[config.mk]
export PLATFORM = sky130hd
export DESIGN_NAME = mem_stage_ctrl_flat
export DESIGN_NICKNAME = d
export VERILOG_FILES = /design/src/rtl/mem_stage_ctrl_if.sv /design/src/rtl/mem_stage_ctrl.sv /design/src/flat_wrapper.sv
export SDC_FILE = /design/constraint.sdc
export NUM_CORES = 1
export LEC_CHECK = 0
export CAP_MARGIN = 10
export CORE_MARGIN = 5
export CORE_UTILIZATION = 32
export DETAILED_ROUTE_END_ITERATION = 10
export PLACE_DENSITY = 0.77
export SYNTH_ARGS = -nofsm -noshare
export SYNTH_HDL_FRONTEND = slang
export SYNTH_SLANG_ARGS = --single-unit
[constraint.sdc]
create_clock -name clk -period 1.4 [get_ports clk]
set_input_delay 0.28 -clock clk [delete_from_list [all_inputs] [get_ports clk]]
set_output_delay 0.28 -clock clk [all_outputs]
set_load 0.02 [all_outputs]
[src/rtl/mem_stage_ctrl_if.sv]
// Data-memory request/response bus between the MEM-stage controller (master)
// and a multi-cycle data memory (slave).
interface mem_stage_ctrl_if #(
    parameter int DATA_W = 16
);
    logic              mem_req;
    logic              mem_wr;
    logic [DATA_W-1:0] mem_addr;
    logic [DATA_W-1:0] mem_wdata;
    logic              mem_busy;
    logic              mem_done;
    logic [DATA_W-1:0] mem_rdata;

    modport master (
        output mem_req, mem_wr, mem_addr, mem_wdata,
        input  mem_busy, mem_done, mem_rdata
    );

    modport slave (
        input  mem_req, mem_wr, mem_addr, mem_wdata,
        output mem_busy, mem_done, mem_rdata
    );
endinterface

[src/rtl/mem_stage_ctrl.sv]
// MEM-stage controller: issues multi-cycle data-memory accesses from EX/MEM, stalls the
// pipeline while one is outstanding and produces the MEM/WB register. Option: ALIGN_CHECK_EN.
module mem_stage_ctrl #(
    parameter int DATA_W  = 16,
    parameter int REG_W   = 3,
    parameter int TIMEOUT = 64
) (
    input  logic              clk,
    input  logic              rst,
    mem_stage_ctrl_if.master  mem,
    input  logic [DATA_W-1:0] aluResIn,
    input  logic [DATA_W-1:0] memWriteDataIn,
    input  logic [REG_W-1:0]  writeRegIn,
    input  logic              MemReadIn,
    input  logic              MemWriteIn,
    input  logic              MemToRegIn,
    input  logic              RegWriteIn,
    input  logic              writeRegValidIn,
    input  logic              halt_in,
    output logic              stallMem,
    output logic [DATA_W-1:0] aluResOut,
    output logic [DATA_W-1:0] memReadDataOut,
    output logic [REG_W-1:0]  writeRegOut,
    output logic              MemToRegOut,
    output logic              RegWriteOut,
    output logic              writeRegValidOut,
    output logic              halt_out,
    output logic              err
);

    typedef enum logic [1:0] {
        IDLE = 2'd0,
        WAIT = 2'd1,
        ERR  = 2'd2
    } state_t;

    localparam logic [7:0] TIMEOUT_C = 8'(TIMEOUT);

    state_t     state, state_n;
    logic [7:0] cnt, cnt_n;
    logic       err_n;
    logic       acc;
    logic       load;

    assign acc = MemReadIn | MemWriteIn;

    // NOTE: every signal written here gets a default first so no latch is inferred.
    always_comb begin
        state_n       = state;
        cnt_n         = cnt;
        err_n         = err;
        load          = 1'b0;
        stallMem      = 1'b0;
        mem.mem_req   = 1'b0;
        mem.mem_wr    = 1'b0;
        mem.mem_addr  = aluResIn;
        mem.mem_wdata = memWriteDataIn;

        unique case (state)
            IDLE: begin
                if (!acc) begin
                    load = 1'b1;
                end else begin
`ifdef ALIGN_CHECK_EN
                    if (aluResIn[0]) begin
                        err_n   = 1'b1;
                        state_n = ERR;
                    end else
`endif
                    begin
                        mem.mem_req = 1'b1;
                        mem.mem_wr  = MemWriteIn;
                        if (mem.mem_done) begin
                            load = 1'b1;
                        end else if (mem.mem_busy) begin
                            stallMem = 1'b1;
                        end else begin
                            stallMem = 1'b1;
                            state_n  = WAIT;
                            cnt_n    = 8'd1;
                        end
                    end
                end
            end
            WAIT: begin
                stallMem = 1'b1;
                if (mem.mem_done) begin
                    stallMem = 1'b0;
                    load     = 1'b1;
                    state_n  = IDLE;
                end else if (cnt == TIMEOUT_C) begin
                    err_n   = 1'b1;
                    state_n = ERR;
                end else begin
                    cnt_n = cnt + 8'd1;
                end
            end
            ERR: begin
                // Dead until reset: bubbles only, but halt still flows so the core can stop.
            end
            default: state_n = IDLE;
        endcase

        // Outputs must read 0 for the whole reset pulse, not only after the next edge.
        if (!rst) begin
            stallMem    = 1'b0;
            mem.mem_req = 1'b0;
            mem.mem_wr  = 1'b0;
        end
    end

    // NOTE: sequential state uses non-blocking assignments so every register samples pre-edge values.
    always_ff @(posedge clk or negedge rst) begin
        if (!rst) begin
            state            <= IDLE;
            cnt              <= '0;
            err              <= 1'b0;
            aluResOut        <= '0;
            memReadDataOut   <= '0;
            writeRegOut      <= '0;
            MemToRegOut      <= 1'b0;
            RegWriteOut      <= 1'b0;
            writeRegValidOut <= 1'b0;
            halt_out         <= 1'b0;
        end else begin
            state          <= state_n;
            cnt            <= cnt_n;
            err            <= err_n;
            // Data fields load every cycle; a bubble is defined by its control bits alone.
            aluResOut      <= aluResIn;
            writeRegOut    <= writeRegIn;
            memReadDataOut <= (MemReadIn && !MemWriteIn) ? mem.mem_rdata : '0;
            MemToRegOut      <= load & MemToRegIn;
            RegWriteOut      <= load & RegWriteIn;
            writeRegValidOut <= load & writeRegValidIn;
            halt_out         <= (load || state == ERR) & halt_in;
        end
    end

endmodule
[src/flat_wrapper.sv]
// flat-port wrapper written by rule: the top's interface ports become plain ports
module mem_stage_ctrl_flat 
#(
    parameter int DATA_W  = 16,
    parameter int REG_W   = 3,
    parameter int TIMEOUT = 64
)
  (clk, rst, aluResIn, memWriteDataIn, writeRegIn, MemReadIn, MemWriteIn, MemToRegIn, RegWriteIn, writeRegValidIn, halt_in, stallMem, aluResOut, memReadDataOut, writeRegOut, MemToRegOut, RegWriteOut, writeRegValidOut, halt_out, err, mem_mem_req, mem_mem_wr, mem_mem_addr, mem_mem_wdata, mem_mem_busy, mem_mem_done, mem_mem_rdata);
  mem_stage_ctrl_if #(.DATA_W(DATA_W)) mem_i ();
  input  logic clk;
  input  logic rst;
  input  logic [DATA_W-1:0] aluResIn;
  input  logic [DATA_W-1:0] memWriteDataIn;
  input  logic [REG_W-1:0] writeRegIn;
  input  logic MemReadIn;
  input  logic MemWriteIn;
  input  logic MemToRegIn;
  input  logic RegWriteIn;
  input  logic writeRegValidIn;
  input  logic halt_in;
  output logic stallMem;
  output logic [DATA_W-1:0] aluResOut;
  output logic [DATA_W-1:0] memReadDataOut;
  output logic [REG_W-1:0] writeRegOut;
  output logic MemToRegOut;
  output logic RegWriteOut;
  output logic writeRegValidOut;
  output logic halt_out;
  output logic err;
  output wire logic [$bits(mem_i.mem_req)-1:0] mem_mem_req;
  output wire logic [$bits(mem_i.mem_wr)-1:0] mem_mem_wr;
  output wire logic [$bits(mem_i.mem_addr)-1:0] mem_mem_addr;
  output wire logic [$bits(mem_i.mem_wdata)-1:0] mem_mem_wdata;
  input wire logic [$bits(mem_i.mem_busy)-1:0] mem_mem_busy;
  input wire logic [$bits(mem_i.mem_done)-1:0] mem_mem_done;
  input wire logic [$bits(mem_i.mem_rdata)-1:0] mem_mem_rdata;
  assign mem_mem_req = mem_i.mem_req;
  assign mem_mem_wr = mem_i.mem_wr;
  assign mem_mem_addr = mem_i.mem_addr;
  assign mem_mem_wdata = mem_i.mem_wdata;
  assign mem_i.mem_busy = mem_mem_busy;
  assign mem_i.mem_done = mem_mem_done;
  assign mem_i.mem_rdata = mem_mem_rdata;
  mem_stage_ctrl #(.DATA_W(DATA_W), .REG_W(REG_W), .TIMEOUT(TIMEOUT)) u_core (.clk(clk), .rst(rst), .mem(mem_i), .aluResIn(aluResIn), .memWriteDataIn(memWriteDataIn), .writeRegIn(writeRegIn), .MemReadIn(MemReadIn), .MemWriteIn(MemWriteIn), .MemToRegIn(MemToRegIn), .RegWriteIn(RegWriteIn), .writeRegValidIn(writeRegValidIn), .halt_in(halt_in), .stallMem(stallMem), .aluResOut(aluResOut), .memReadDataOut(memReadDataOut), .writeRegOut(writeRegOut), .MemToRegOut(MemToRegOut), .RegWriteOut(RegWriteOut), .writeRegValidOut(writeRegValidOut), .halt_out(halt_out), .err(err));
endmodule
==> results of run 1 <==
[worst max path at each step]
stage | start | to | slack (ns) | cells after the start
CTS | u_core.state[1]$_DFFE_PN0P_ | mem_mem_wr | -0.06 | 3
finish | u_core.cnt[0]$_DFFE_PN0P_ | u_core.cnt[0]$_DFFE_PN0P_ | -0.07 | 7
floorplan | u_core.cnt[0]$_DFFE_PN0P_ | u_core.cnt[0]$_DFFE_PN0P_ | -0.02 | 7
global route | u_core.state[1]$_DFFE_PN0P_ | mem_mem_wr | -0.13 | 3
detailed placement | MemWriteIn | stallMem | -0.61 | 4
global placement | MemWriteIn | stallMem | -0.54 | 4
[final cells by class]
class,count,area (sq um)
clock buffers,5,68.82
inverters,5,23.77
clock inverters,2,13.76
multi-input cells,75,578.1
flip-flops and latches,50,1252
well taps,75,93.84
repair buffers,138,1225
fillers,521,2735
[sequential cells by signal, indices dropped and copies added, names as in the netlist]
signal and count:
u_core.writeRegOut 3, u_core.MemToRegOut 1, u_core.err 1, u_core.aluResOut 16, u_core.state 2, u_core.cnt 8, u_core.RegWriteOut 1, u_core.memReadDataOut 16
u_core.halt_out 1, u_core.writeRegValidOut 1
[what timing repair did]
item | 4_1_cts | 5_1_grt
gates resized for setup | 91 | 28
buffers inserted | 4 | 2
endpoints found under the setup margin | 67 | 22
pin swaps | 3 | 2
[stage by stage]
| step | setup WS [ns] | std cells |
|---|---|---|
| 2_1_floorplan | -0.02217 | 164 |
| 3_3_place_gp | -0.5381 | 338 |
| 3_5_place_dp | -0.6073 | 338 |
| 4_1_cts | -0.06261 | 349 |
| 5_1_grt | -0.1275 | 350 |
| 6_report | -0.06587 | 350 |
[synth_stat cells, types with 2 or more instances]
cell	count
clkbuf_1	2
o21ai_0	10
inv_1	4
nand3_1	2
nor2b_1	2
nor3_1	4
o21bai_1	2
nand2b_1	2
nand2_1	3
nand4_1	3
ha_1	2
dfrtp_1	50
and2_1	22
a31oi_1	2
nor2_1	8
and3_1	2
buf_4	32
[kinds of logic (layout without fill, tap and decap cells)]
group                    count (synthesis)  in the layout
AND/OR/NAND/NOR                         52             52
flip-flops                              50             50
buffers and inverters                   39            150
AO/OA/AOI/OAI                           19             19
adder cells (fa/ha/maj)                  2              2
multiplexers                             2              2
[critical path, delay by kind of cell, from the launching register on]
kind | cells | cell delay (ns)
adder cells (fa/ha/maj) | 1 | 0.12
buffers and inverters | 2 | 0.12
flip-flops | 1 | 0.40
multiplexers | 1 | 0.25
AND/OR/NAND/NOR | 3 | 0.47
[metal layers]
layer	share of wire [%]	track usage (%)	routed length [microns]
met5	0	0	0
met4	0.60	4.871	30
met3	11	3.410	553
met2	52	23.95	2624
met1	36	14.39	1831
[power groups by stage]
stage | clock network (mW) | logic, mW | registers, mW
CTS | 0.845 | 0.655 | 1.55
floorplan | 0 | 0.249 | 1.65
finish | 0.804 | 0.678 | 1.55
global placement | 0 | 0.662 | 1.58
global route | 0.935 | 0.741 | 1.56
detailed placement | 0 | 0.671 | 1.58
==> results.md, run 1 <==
* Period utilization at 104.7%
* Number of synthesized flops with an enable pin at 0
* Commonest non-fill, non-tap cell in the layout: dfrtp_1
* Nets at 338
* Final GP Congestion at 0.8044
* Arrival @ worst endpoint at 1.65 ns
* # rows at 28
* WP data required at 1.59 ns
* Max cap viols at 0
* WL/cell at 14.40 microns
* Gr usage total at 13.04%
* Average cell area after synthesis at 12.18 sq um
* Internal power at about 2.2 mW
* Yosys warnings at 0
* Die Y at 89.02 microns
* Static Leak at 1.595 nW
* Die Footprint at 7925 sq um
* Most area-consuming cells after synthesis: dfrtp_1 63%, buf_4 12%, and2_1 6.9%
* Synth Area in Compound Gates at 6.262%
* Slowest CP cell: dfrtp_1
* H-Tree Depth at 2
* Max Clk Rate at slightly below 700 MHz
* Largest family of logic cells by synthesized area: simple AND/OR/NAND/NOR gates
* 1st-pass router iterations at 4
* Via density at 4.406
* DIE WIDTH at about 89 microns
* Slowest Stage Delay on Critical Path at 0.40 ns
* Syn Inst Count at 164
* Sequential element share of the synthesized area at 62.62%
* Max Root-Sink Buffers at 2
* Clock power share at a little over a quarter
* IO Pins at between 100 and 150
* Xor/xnor cell area share of the yosys netlist at 0%
* Flop and latch count out of synthesis at 50
* HP Class: in -> async
* RSZ-0062 raised after global routing: yes
* GRT overflow at 0
* Crit path kind: reg -> reg
* DRC viols at 0
* CTS tree: built
* Fin Hold WS at 0.1568 ns
* Seq pwr share at 51.2%
* Commonest non-fill, non-tap cells in the layout: 49 x dfrtp_1, 47 x dlygate4sd2_1, 41 x clkdlybuf4s50_1, 33 x buf_4, 22 x and2_1
* Initial DRC Count at 17
* Slew Limit Headroom at between 50% and 60%
* CTS Hold Bufs at 0
* CP Max Fanout at 4
* Crit-path cells: inv_2, ha_4, and4bb_2, nand3_4, nand2b_4, inv_4, mux2_4
* Setup ws final at -0.06587 ns
* FF-to-FF End: u_core.cnt[0]$_DFFE_PN0P_
* Fin area at around 3300 sq um
* Effective utilization at floorplan at between 30% and 40%
* Hold Fails Final Rpt at 0
* R2r startpoint: u_core.cnt[0]$_DFFE_PN0P_
* Worst r2r path cells at 7
* Final wirelength at 5040 microns
* ANT nets after route at 0
* Failing checks: negative setup slack
* Inserted Clock Buffers at 5
* Tot Pwr at 3.036 mW
* Status: complete, but fails checks
* Yosys cell types at 29
* Area of the mapped netlist at 1998 sq um
* Clock skew at 0.005954 ns
* First-pass GRT wire length at 7900 microns
* Clk_lat worst skew at 0.30 ns
* Max Slew Vio Count at 0
* Fin crit period at 1.466 ns
* CTS Root Cell: clkbuf_8
* Most area-hungry cell type in the Yosys netlist: dfrtp_1
* Top cell type's share of synthesized area at a little over three fifths
* R2R Setup Slk at -0.07 ns
* PwrDens at between 900 and 1000 nW/um^2
* Endpoint type of the worst setup path: register
* Adder-cell share of the synthesized area at ~1.3%
* Largest net degree at the start of global routing at 51
* Final setup vio count at 4
* Sw frac at between 20% and 30%
* Final core utilization at 54.34%
* Number of global-route vias before repair at 1594
* Post-Syn Nets at between 200 and 250
* Worst-margin pin slew at slightly above 0.6 ns
* VDD IR-drop max at 0.4801 mV
* Switching pwr at 0.8150 mW
* Clock Sinks at 50
* Share of cells above drive strength 1 at 26.55%
* CTS clk-pin slew, worst paths at approximately 0.09 ns
* Prevailing post-synth register cell: dfrtp_1
* Setup TNS Final at -0.2061 ns
* Core ar. at 5991 sq um
* Mux cell area share after synthesis at under 10%
* Comb pwr share at around 22%
* Post-detail-place hpwl at 3906 microns
* Number of port buffers at 103
* Async SR Flop Fraction at 100.0%
* Synth Area in Simple Gates at between 10% and 20%
* Dpl cell area at roughly 3100 sq um
* Layout area overhead at 62.93%
* Initial antenna violation count at 0
* Ant diodes at 0
* Via count at 1542
* Worst setup SP type: register
No activity file was read; power rests on OpenSTA's default activity.
==> run 2, diff against run 1 <==
Settings changed: CORE_MARGIN 5 to 4.
==> results.md, run 2 (synthesis gave the netlist of run 1 again) <==
* Die Footprint at 7572 sq um (was 7925 sq um)
* Setup TNS Final at -0.2863 ns (was -0.2061 ns)
* Clock Sinks at 50 (unchanged)
* H-Tree Depth at 2 (unchanged)
* Endpoint type of the worst setup path: register (unchanged)
* Post-Place Worst Slack at -0.6260 ns (was -0.6073 ns)
* IO Pins at 136 (unchanged)
* Max Slew Vio Count at 0 (unchanged)
* Setup ws final at -0.08362 ns (was -0.06587 ns)
* Final wirelength at 4817 microns (was 5040 microns)
* Worst-margin pin slew at 0.7730 ns (was 0.6130 ns)
* Tot Pwr at 3.152 mW (was 3.036 mW)
* Hold Fails Final Rpt at 0 (unchanged)
* Critical path origin: u_core.cnt[0]$_DFFE_PN0P_ (unchanged)
* Ant diodes at 0 (unchanged)
* Static Leak at 1.611 nW (was 1.595 nW)
* CP Max Fanout at 4 (unchanged)
* PwrDens at 957.8 nW/um^2 (was 932.5 nW/um^2)
* Worst setup SP type: register (unchanged)
* DIE WIDTH at 87.02 microns (was 89.02 microns)
* Inserted Clock Buffers at 5 (unchanged)
* Seq pwr share at 49.3% (was 51.2%)
* Layout area overhead at 64.68% (was 62.93%)
* Clk_lat worst skew at 0.29 ns (was 0.30 ns)
* CTS Root Cell: clkbuf_8 (unchanged)
* Slew Limit Headroom at 48.36% (was 59.13%)
* VDD IR-drop max at 0.5113 mV (was 0.4801 mV)
* Effective utilization at floorplan at 33.35% (unchanged)
* Area of the multi-input gates at 574.3 sq um (was 578.1 sq um)
* Internal power at 2.333 mW (was 2.221 mW)
* Max cap viols at 0 (unchanged)
* Status: complete, but fails checks (unchanged)
* 1st-pass router iterations at 4 (unchanged)
* Number of port buffers at 103 (unchanged)
* GRT overflow at 0 (unchanged)
* R2R Setup Slk at -0.08 ns (was -0.07 ns)
* WP data required at 1.59 ns (about the same)
* Via count at 1544 (was 1542)
* Largest regs: u_core.aluResOut (16), u_core.memReadDataOut (16), u_core.cnt (8) (unchanged)
* First-pass GRT wire length at 7286 microns (was 7900 microns)
* Fin Hold WS at 0.1297 ns (was 0.1568 ns)
* FF-to-FF End: u_core.cnt[0]$_DFFE_PN0P_ (unchanged)
* Comb pwr share at 21.7% (was 22.3%)
* Sw frac at 25.99% (was 26.85%)
* # rows at 28 (unchanged)
* Max Root-Sink Buffers at 2 (unchanged)
* HP Class: in -> async (unchanged)
* CTS tree: built (unchanged)
* # fillers at 541 (was 521)
* Max Clk Rate at 674.0 MHz (was 682.2 MHz)
* Gr usage total at 12.51% (was 13.04%)
* Failing checks: negative setup slack (unchanged)
* Register area at 1252 sq um (unchanged)
* DRC viols at 0 (unchanged)
* Nets at 339 (was 338)
* Initial antenna violation count at 0 (unchanged)
* Initial DRC Count at 51 (was 17)
* Number of global-route vias before repair at 1590 (was 1594)
* Final GP Congestion at 0.8020 (was 0.8044)
* Period utilization at 106.0% (was 104.7%)
* Commonest non-fill, non-tap cell in the layout: dlygate4sd2_1 (was dfrtp_1)
* Die Y at 87.02 microns (was 89.02 microns)
* Share of cells above drive strength 1 at 27.44% (was 26.55%)
* Worst r2r path cells at 7 (unchanged)
* Crit path kind: reg -> reg (unchanged)
* ANT nets after route at 0 (unchanged)
* Post-detail-place hpwl at 3696 microns (was 3906 microns)
* Core ar. at 5991 sq um (unchanged)
* Final setup vio count at 6 (was 4)
* Switching pwr at 0.8191 mW (was 0.8150 mW)
* RSZ-0062 raised after global routing: yes (unchanged)
* CTS Hold Bufs at 0 (unchanged)
* R2r startpoint: u_core.cnt[0]$_DFFE_PN0P_ (unchanged)
* CTS clk-pin slew, worst paths at 0.09 ns (about the same)
* Clock skew at 0.006183 ns (was 0.005954 ns)
* Clock power share at 29.0% (was 26.5%)
* WL/cell at 13.68 microns (was 14.40 microns)
* Via density at 4.386 (was 4.406)
* Largest net degree at the start of global routing at 51 (unchanged)
* Fin crit period at 1.484 ns (was 1.466 ns)
* Commonest non-fill, non-tap cells in the layout: 51 x dlygate4sd2_1, 49 x dfrtp_1, 41 x clkdlybuf4s50_1, 30 x buf_4, 22 x and2_1 (was 49 x dfrtp_1, 47 x dlygate4sd2_1, 41 x clkdlybuf4s50_1, 33 x buf_4, 22 x and2_1)
* Arrival @ worst endpoint at 1.67 ns (was 1.65 ns)
## run 2: area by class of cell
class,instances,area share (%)
clock buffer,7,2.928
inverter,5,0.7224
timing repair buffer,139,37.72
sequential,50,38.06
clock inverter,1,0.2662
tap,75,2.852
multi-input combinational,75,17.45
## run 2: metal layers
metal	GRT usage [%]	vias up	part of all wire, %	routed length [microns]
li1	-	736	-	-
met1	12.55	714	36	1719
met2	23.81	79	52	2514
met3	3.500	15	9.9	477
met4	5.241	0	2.2	106
met5	0	-	0	0
## run 2: worst max path at each step
stage,endpoint,cells past startpoint
3_3_place_gp,stallMem,4
2_1_floorplan,u_core.cnt[0]$_DFFE_PN0P_,7
4_1_cts,mem_mem_wr,3
3_5_place_dp,mem_mem_req,4
6_report,u_core.cnt[0]$_DFFE_PN0P_,7
5_1_grt,u_core.cnt[0]$_DFFE_PN0P_,7
## run 2: stage by stage
| stage | instances | utilization [%] | cell area (sq um) |
|---|---|---|---|
| after floorplan | 164 | - | 2016 |
| after global placement | 334 | 51.46 | 3083 |
| after detailed placement | 334 | 51.46 | 3083 |
| after CTS | 348 | 53.03 | 3177 |
| after global routing | 352 | 54.93 | 3291 |
| final | 352 | 54.93 | 3291 |
## run 2: power by group through the flow
stage                     Combinational [mW]  Clock, mW  Sequential [mW]
after detailed placement               0.662          0             1.58
after global routing                   0.740       1.02             1.56
after global placement                 0.651          0             1.58
after CTS                              0.632      0.955             1.55
after floorplan                        0.249          0             1.65
final                                  0.684      0.915             1.55
## run 2: repair_timing
action | 4_1_cts | 5_1_grt
gates resized for setup | 89 | 31
pin swaps | 2 | 4
buffers inserted | 6 | 5
endpoints found under the setup margin | 83 | 20
## run 2: worst max-delay path: stages (launching register included)
cell	delay, ns
dfrtp_1	0.40
inv_2	0.09
ha_4	0.12
and4bb_2	0.26
nand3_4	0.12
nand2b_4	0.11
inv_4	0.04
mux2_2	0.25
